[config.mk]
export PLATFORM = sky130hd
export DESIGN_NAME = instr_fetch
export DESIGN_NICKNAME = d
export VERILOG_FILES = /design/src/rtl/instr_fetch.sv
export SDC_FILE = /design/constraint.sdc
export NUM_CORES = 1
export LEC_CHECK = 0
export CORE_UTILIZATION = 45
export DETAILED_ROUTE_END_ITERATION = 10
export DONT_BUFFER_PORTS = 1
export GPL_ROUTABILITY_DRIVEN = 1
export SETUP_SLACK_MARGIN = 0.2
export SYNTH_ARGS = -nofsm -noshare
export SYNTH_HDL_FRONTEND = slang
export SYNTH_SLANG_ARGS = --single-unit
export TNS_END_PERCENT = 1
[constraint.sdc]
create_clock -name clk -period 1.76 [get_ports clk]
set_input_delay 0.352 -clock clk [delete_from_list [all_inputs] [get_ports clk]]
set_output_delay 0.352 -clock clk [all_outputs]
set_load 0.005 [all_outputs]
[src/rtl/instr_fetch.sv]
// instr_fetch: owns the PC, reads the program ROM a byte per cycle and
// assembles 1-3 byte instructions for the decoder over valid/ready.
module instr_fetch #(
   parameter logic [15:0] RESET_VECTOR = 16'h0000
) (
   input  logic        clk,
   input  logic        rst_n,
   output logic [15:0] rom_addr,
   input  logic [7:0]  rom_data,
   input  logic        jump_valid,
   input  logic [15:0] jump_addr,
   output logic        instr_valid,
   input  logic        instr_ready,
   output logic [7:0]  instr_opcode,
   output logic [15:0] instr_operand,
   output logic [1:0]  instr_len,
   output logic [15:0] instr_pc
);

   typedef enum logic [1:0] {FETCH_OP, FETCH_LO, FETCH_HI, HOLD} state_t;

   state_t      state_q, state_d;
   logic [15:0] pc_q, pc_d;
   logic [7:0]  opcode_q, opcode_d;
   logic [15:0] operand_q, operand_d;
   logic [1:0]  len_q, len_d;
   logic [15:0] ipc_q, ipc_d;
   logic        valid_q, valid_d;
   logic [1:0]  op_len;
   logic        take_op, take_lo, take_hi;

   assign op_len = rom_data[7:6] == 2'b00 ? 2'd1 : rom_data[7:6] == 2'b01 ? 2'd2 : 2'd3;

   always_ff @(posedge clk or negedge rst_n) begin
      if (!rst_n) state_q <= FETCH_OP;
      else        state_q <= state_d;
   end

   // A redirect overrides every transition and discards partial work.
   always_comb begin
      state_d = state_q;
      case (state_q)
         FETCH_OP: state_d = op_len == 2'd1 ? HOLD : FETCH_LO;
         FETCH_LO: state_d = len_q == 2'd2 ? HOLD : FETCH_HI;
         FETCH_HI: state_d = HOLD;
         HOLD:     state_d = instr_ready ? FETCH_OP : HOLD;
      endcase
      if (jump_valid) state_d = FETCH_OP;
   end

   always_comb begin
      take_op   = state_q == FETCH_OP && !jump_valid;
      take_lo   = state_q == FETCH_LO && !jump_valid;
      take_hi   = state_q == FETCH_HI && !jump_valid;
      pc_d      = jump_valid ? jump_addr : state_q == HOLD ? pc_q : pc_q + 16'd1;
      opcode_d  = take_op ? rom_data : opcode_q;
      len_d     = take_op ? op_len : len_q;
      ipc_d     = take_op ? pc_q : ipc_q;
      operand_d = take_lo ? {(len_q == 2'd2 ? 8'h00 : operand_q[15:8]), rom_data} :
                  take_hi ? {rom_data, operand_q[7:0]} : operand_q;
      valid_d   = state_d == HOLD;
   end

   always_ff @(posedge clk or negedge rst_n) begin
      if (!rst_n) begin
         pc_q      <= RESET_VECTOR;
         opcode_q  <= 8'h00;
         operand_q <= 16'h0000;
         len_q     <= 2'd0;
         ipc_q     <= 16'h0000;
         valid_q   <= 1'b0;
      end else begin
         pc_q      <= pc_d;
         opcode_q  <= opcode_d;
         operand_q <= operand_d;
         len_q     <= len_d;
         ipc_q     <= ipc_d;
         valid_q   <= valid_d;
      end
   end

   assign rom_addr      = pc_q;
   assign instr_valid   = valid_q;
   assign instr_opcode  = opcode_q;
   assign instr_operand = operand_q;
   assign instr_len     = len_q;
   assign instr_pc      = ipc_q;

endmodule
## Word-level counts from Yosys, hierarchy flattened

Index checks and enable logic that the tools add are counted.

| word-level totals | value |
|---|---|
| flip-flop bits (word level) | 61 |
| latch bits | 0 |
| RAM bits | 0 |
| bits in read-only memories | 0 |
| bits of input ports | 28 |
| memories | 0 |

| operators by class | value |
|---|---|
| add/subtract/negate cells | 1 |
| multiply operators | 0 |
| divide/modulo/power cells | 0 |
| order comparisons | 0 |
| equal/unequal tests | 9 |
| shift-type cells | 0 |
| mux-type cells | 12 |
| bitwise operators | 0 |
| reductions and logical operators | 8 |

Operators by type and width:

| operator | number |
|---|---|
| 16-bit 2-to-1 mux | 4 |
| 16-bit by 1-bit adder with 16-bit output (second input constant) | 1 |
| 2-bit == test (second input constant) | 4 |
| 2-bit 2-to-1 mux | 4 |
| 8-bit 2-to-1 mux | 1 |
| 2-bit one-hot mux with 4 select lines | 1 |
| 2-bit by 1-bit == test with 1-bit output (second input constant) | 3 |
| 2-bit logical NOT | 2 |
| 1-bit logical AND | 3 |
| 1-bit 2-to-1 mux | 2 |
| 2-bit by 1-bit != test with 1-bit output (second input constant) | 1 |
| 2-bit != test (second input constant) | 1 |
| 2-bit AND reduction | 1 |
| 2-bit nonzero test | 1 |
| 1-bit logical NOT | 1 |

## Longest topological paths before layout

Gate-level depths: netlist of run 1.

| logic depth | value |
|---|---|
| depth in word-level cells | 8 |
| depth in mapped cells | 6 |
| depth with buffers taken out | 5 |

## Worst setup path after synthesis of run 1

No wires, ideal clock.

| path | value |
|---|---|
| kind | reg2reg |
| start | register state_q[1] |
| end | register opcode_q[0] (netlist: instr_opcode[0]) |
| library setup time | 125 ps |
| arrival | 1,569 ps |
| data required time | 1,635 ps |
| setup slack | 66 ps |
| cell stages (with the launch flop) | 5 |
| buffers on the path | 2 |
| period minus slack after synthesis | 1,694 ps |
| cell sequence | dfrtp_1 buf_2 nor3_2 buf_4 mux2_2 |

| on the way | value |
|---|---|
| longest elaborated chain between the ends | 2 |

RTL lines:

| item | line | source |
|---|---|---|
| from (decl) | 22 | `state_t state_q, state_d;` |
| from (signal assigned) | 36 | `else state_q <= state_d;` |
| 2-bit logical NOT | 52 | `take_op = state_q == FETCH_OP && !jump_valid;` |
| 1-bit logical AND | 52 |  |
| to (signal assigned) | 74 | `opcode_q <= opcode_d;` |
| to (decl) | 24 | `logic [7:0] opcode_q, opcode_d;` |

No other way between the ends.
A chain may end at the register's enable or synchronous reset.

## Final worst setup path of run 1

| path | value |
|---|---|
| start | register pc_q[0] (netlist: rom_addr[0]) |
| end | register pc_q[12] (netlist: rom_addr[12]) |

| on the way | value |
|---|---|
| longest elaborated chain between the ends | 3 |

RTL lines:

| item | line | source |
|---|---|---|
| from (decl) | 23 | `logic [15:0] pc_q, pc_d;` |
| from (signal assigned) | 73 | `pc_q <= pc_d;` |
| 16-bit by 1-bit adder with 16-bit output | 55 | `pc_d = jump_valid ? jump_addr : state_q == HOLD ? pc_q : pc_q + 16'd1;` |
| 16-bit 2-to-1 mux (2 in a row) | 55 |  |

No other way between the ends. The select of a mux whose other input is x is not followed.

==> results of run 1 <==
sequential cells by signal, summed over array words and instances (netlist names):
register       cells
state_q            2
instr_pc          16
instr_operand     16
instr_opcode       8
instr_len          2
rom_addr          16
instr_valid        1
where the power goes:
part / internal (W) / switching [W]
clock: 0.000686 / 0.000555
sequential: 0.00174 / 0.000286
combinational: 0.000333 / 0.000235
total: 0.00276 / 0.00108
stage by stage:
step           setup WS [ns]  total power [W]  instance area (um^2)  hold slack (ns)
2_1_floorplan         0.0674          0.00243                  2640           0.0564
5_1_grt               0.0709          0.00406                  3050           -0.323
3_5_place_dp          0.0409          0.00262                  2810           0.0586
4_1_cts               0.0846          0.00387                  3010           -0.310
6_report               0.136          0.00384                  3050           -0.299
3_3_place_gp          0.0994          0.00259                  2810           0.0580
worst max-delay path, cell delays in order (launching register included):
cell and delay [ns]:
dfrtp_1 0.37, ha_2 0.20, nand2_2 0.07, or3_4 0.37, or4_1 0.46, nand3_1 0.08
kinds of logic after synthesis:
family	count (synthesis)	synth area share (%)
fa+ha+maj	1	0.475
xor+xnor	10	3.32
simple gates	76	14.7
mux	33	14.0
buf+inv	13	2.23
compound gates	35	7.36
flops	61	57.9
routing by layer:
metal  global-route usage [%]  vias to the layer above  share of wire, %
met4                     10.0                        0               1.9
li1                         -                      845                 -
met5                        0                        -                 0
met3                     7.79                       10               7.7
met2                     27.7                       66                44
met1                     23.9                      837                46
cell type report:
class / count / area, um^2
Sequential cell: 61 / 1530
Clock buffer: 10 / 138
Fill cell: 492 / 2520
Inverter: 3 / 11.3
Multi-Input combinational cell: 155 / 1090
Clock inverter: 6 / 62.6
Tap cell: 72 / 90.1
Timing Repair Buffer: 17 / 131
final timing paths:
path                                         startpoint                      endpoint  slack (ns)
max                             rom_addr[0]$_DFFE_PN0P_      rom_addr[12]$_DFFE_PN0P_        0.14
min                                               rst_n   instr_opcode[4]$_DFFE_PN0P_       -0.30
max reg2reg                     rom_addr[0]$_DFFE_PN0P_      rom_addr[12]$_DFFE_PN0P_        0.14
min reg2reg                instr_operand[9]$_DFFE_PN0P_  instr_operand[9]$_DFFE_PN0P_        0.52
max in group asynchronous                         rst_n       rom_addr[8]$_DFFE_PN0P_        1.95
min in group clk                             jump_valid          state_q[0]$_DFF_PN0_        0.08
synthesized netlist by cell type, types with 4 or more instances:
master,instances
nand2_1,36
nand4_1,4
nor3_1,4
dfrtp_1,61
or3_1,4
mux2_2,32
nor2_1,7
a31oi_1,4
nand3_1,5
xnor2_1,8
clkbuf_1,6
o21ai_0,23
repair_timing:
| item | in CTS | in global routing |
|---|---|---|
| endpoints found under the hold margin | 61 | 61 |
| setup buffers | 0 | 1 |
| endpoints found under the setup margin | 13 | 17 |
| pin swaps | 0 | 7 |
| gates resized for setup | 1 | 9 |
==> results.toml, run 1 <==
[outcome]
status = "finished, violations left"
violations = "negative hold slack"

[sta]
min_period_ns = 1.62
grt_setup_unrepaired = "yes"
post-route-period-util_pct = 92.3
hold_viol_final = 61
maxSlewViolCount = 0
worst_pin_slew_ns = 0.513
fmax_mhz = 616
fin_setup_tns_ns = 0
fin_skew_ns = 0.0113
max_slew_margin_pct = 65.8
timing.hold.ws_ns = -0.299
setup_viol_count_final = 0

[die]
coreArea_mm2 = 0.00557
ios = 87
rows = 27
start_util_pct = 47.3
die_area_mm2 = 0.00617
die_y_um = 78.5
die_w_um = 78.5

[layout]
final_common_cell = "dfrtp_1"
num-nets-final = 276
fin_cells = 324
drive_above_1_share_pct = 31.0
antennaDiodeCount = 0
area_delta_synth_final_pct = 15.8
layout_common_cells = "60 x dfrtp_1, 35 x nand2_1, 32 x mux2_2"
final_util_pct = 54.7

[clock_tree]
clock-sinks = 61
htreeDepth = 3
clk_path_buf_depth = 2
numCtsBuffers = 9
cts_root_buf = "clkbuf_8"
clk_latency_ns = 0.34
clkSlewWorstSetupHoldPaths_ns = 0.08
cts_tree = "done"

[worst_setup_path]
critPathKind = "register to register"
cp.required_ns = 2.03
reg2regPathDepth = 5
critPathCaptureType = "register"
crit_path_start_kind = "register"
path_max_fanout = 2
cp_data_arrival_time_ns = 1.89

[yosys]
syn_inst = 229
synth.largest_area_cell = "dfrtp_1"
ys_seq_elements = 61
avgSynthCellArea_um2 = 11.5
yosysSeqAreaShare_pct = 57.9
async_flop_share_pct = 100
synthTopCellsByArea = "dfrtp_1 58%, mux2_2 14%, nand2_1 5.1%"
synth-main-ff-cell = "dfrtp_1"
synth_nets = 258
netlist-cell-type-count = 38
syn-cell-area_mm2 = 0.00264
synth_edf_count = 0
yosys_warnings = 0
synth_top_area_share_pct = 57.9

[global_routing]
overflow = 0
grt_pass1_wl_um = 8610
grt_pass1_vias = 1764
antenna_found_initial = 0
grt_start_max_net_pins = 62
grt_usage_pct = 19.0

[drt]
drt_pass1_iterations = 4
drc_errors = 0
drtAntennaViolNets = 0
num_vias = 1758
drt_wl_total_um = 5360
dr.first_iter.drc_count = 93
post_drt_wl_per_cell_um = 16.5
vias_per_cell = 5.43

[power]
power_density_mw_per_mm2 = 1260
ir_worst_vdd_uv = 644
p_leak_nw = 1.27

[placed_design]
io_buffers = 0
place_congestion = 0.710
dp_hpwl_um = 3670
dp_cells = 307

[min_path]
hold_class = "input port to async pin"

[job]
drv_cap = 0
Note: power is estimated with default switching activity, not from simulation.
==> run 2: changes to the inputs <==
--- a/config.mk
+++ b/config.mk
@@ -9,7 +9,9 @@
 export DETAILED_ROUTE_END_ITERATION = 10
 export DONT_BUFFER_PORTS = 1
 export GPL_ROUTABILITY_DRIVEN = 1
+export GPL_TIMING_DRIVEN = 0
 export SETUP_SLACK_MARGIN = 0.2
+export SKIP_CTS_REPAIR_TIMING = 1
 export SYNTH_ARGS = -nofsm -noshare
 export SYNTH_HDL_FRONTEND = slang
 export SYNTH_SLANG_ARGS = --single-unit
==> run 2 against run 1 <==
Net effect: the flow still finishes with violations (negative hold slack); sequential share of layout area up 0.96 points; critical path depth down 1; sequential power about the same; clock power up 3%; non-clock buffer count down 5; worst hold slack better by 0.0058 ns; clock-buffer cell count up 1; maximum frequency down 7.5%; critical endpoint is now rom_addr[15]$_DFFE_PN0P_; largest power group unchanged.
==> results.toml, run 2 (synthesis gave the netlist of run 1 again) <==
[outcome]
status = "finished, violations left"
violations = "negative hold slack"

[power]
clkPwrFrac_pct = 33.2
power_switching_w = 0.00108
p_leak_nw = 1.24
p_int_w = 0.00277
sw_frac_of_total_pct = 28.0
seqPwrFrac_pct = 53.0
ir_worst_vdd_uv = 684
combPwrFrac_pct = 13.8
power_density_mw_per_mm2 = 1290

[die]
start_util_pct = 47.3
ios = 87
die_area_mm2 = 0.00617
die_w_um = 78.5
rows = 27
die_y_um = 78.5
coreArea_mm2 = 0.00557

[sta]
setup_viol_count_final = 0
grt_setup_unrepaired = "yes"
min_period_ns = 1.75
timing.hold.ws_ns = -0.293
fin_setup_tns_ns = 0
worst_slack_ns = 0.00527
post-route-period-util_pct = 99.7
maxSlewViolCount = 0
fmax_mhz = 570
fin_skew_ns = 0.00584
worst_pin_slew_ns = 0.520
max_slew_margin_pct = 65.3
hold_viol_final = 61

[min_path]
hold_class = "input port to async pin"

[placed_design]
place_congestion = 0.685
io_buffers = 0
dpl-instance-area_mm2 = 0.00273
dpl_worst_slack_ns = -0.156
dp_hpwl_um = 3720

[drt]
vias_per_cell = 5.57
drtAntennaViolNets = 0
dr.first_iter.drc_count = 80
drt_pass1_iterations = 4
drt_wl_total_um = 5440
drc_errors = 0
num_vias = 1776
post_drt_wl_per_cell_um = 17.0

[global_routing]
grt_pass1_wl_um = 9140
grt_start_max_net_pins = 62
overflow = 0
grt_pass1_vias = 1846
antenna_found_initial = 0
grt_usage_pct = 19.8

[worst_setup_path]
critPathKind = "register to register"
cp.required_ns = 2.01
reg2regPathDepth = 4
cp_data_arrival_time_ns = 2.01
timing.rr.end = "rom_addr[15]$_DFFE_PN0P_"
regToRegSetupSlack_ns = 0.005
path_max_fanout = 6
critPathCaptureType = "register"
worstReg2RegStart = "rom_addr[2]$_DFFE_PN0P_"
crit_path_start_kind = "register"

[layout]
final_common_cell = "dfrtp_1"
layout_common_cells = "59 x dfrtp_1, 35 x nand2_1, 32 x mux2_2"
antennaDiodeCount = 0
fillerInstances = 497
area_delta_synth_final_pct = 13.7
drive_above_1_share_pct = 26.7
num-nets-final = 271
final_util_pct = 53.8
final_cell_area_mm2 = 0.00300

[clock_tree]
clk_latency_ns = 0.33
clk_path_buf_depth = 2
numCtsBuffers = 9
clkSlewWorstSetupHoldPaths_ns = 0.07
htreeDepth = 3
cts_root_buf = "clkbuf_8"
cts_tree = "done"
clock-sinks = 61

[job]
drv_cap = 0
run 2: cell count changes in the layout (fill, tap and decap cells not counted), sizes merged:
cell / change
buf: -11
clkbuf: +7
clkinvlp: -1
run 2: worst max path at each step:
stage	startpoint	end	cells after the start
6_report	rom_addr[2]$_DFFE_PN0P_	rom_addr[15]$_DFFE_PN0P_	4
5_1_grt	rom_addr[2]$_DFFE_PN0P_	rom_addr[15]$_DFFE_PN0P_	4
4_1_cts	state_q[1]$_DFF_PN0_	instr_operand[6]$_DFFE_PN0P_	5
3_5_place_dp	state_q[1]$_DFF_PN0_	instr_operand[6]$_DFFE_PN0P_	5
3_3_place_gp	state_q[1]$_DFF_PN0_	instr_operand[6]$_DFFE_PN0P_	5
2_1_floorplan	rom_addr[0]$_DFFE_PN0P_	rom_addr[12]$_DFFE_PN0P_	5
run 2: layout make-up:
cell class,count,area (um^2),area share [%]
Clock buffer,11,151,5.05
Inverter,3,11.3,0.376
Clock inverter,5,58.8,1.96
Tap cell,72,90.1,3.01
Timing Repair Buffer,2,15.0,0.501
Sequential cell,61,1530,51.0
Buffer,10,48.8,1.63
Multi-Input combinational cell,155,1090,36.5
run 2: per-layer routing:
layer	vias up	track usage [%]	wire length, um
li1	826	-	-
met1	865	23.5	2310
met5	-	0	0
met3	11	7.44	452
met4	0	10.0	103
met2	74	31.3	2580
run 2: per-stage QoR:
| stage | hold slack (ns) | power [W] | std cells |
|---|---|---|---|
| 6_report | -0.293 | 0.00386 | 319 |
| 5_1_grt | -0.309 | 0.00407 | 319 |
| 4_1_cts | -0.311 | 0.00389 | 317 |
| 3_5_place_dp | 0.0586 | 0.00260 | 301 |
| 3_3_place_gp | 0.0586 | 0.00256 | 301 |
| 2_1_floorplan | 0.0564 | 0.00243 | 229 |
run 2: critical path, cell delays in order (launching register included):
cell and delay [ns]:
dfrtp_1 0.49, nand3_1 0.25, or3_4 0.42, or3_1 0.35, a31oi_1 0.17
run 2: power by group through the flow:
stage          Sequential [W]  Combinational, W  Clock (W)
4_1_cts               0.00205          0.000521    0.00132
2_1_floorplan         0.00199          0.000441          0
3_3_place_gp          0.00206          0.000498          0
6_report              0.00204          0.000531    0.00128
5_1_grt               0.00210          0.000603    0.00137
3_5_place_dp          0.00208          0.000519          0
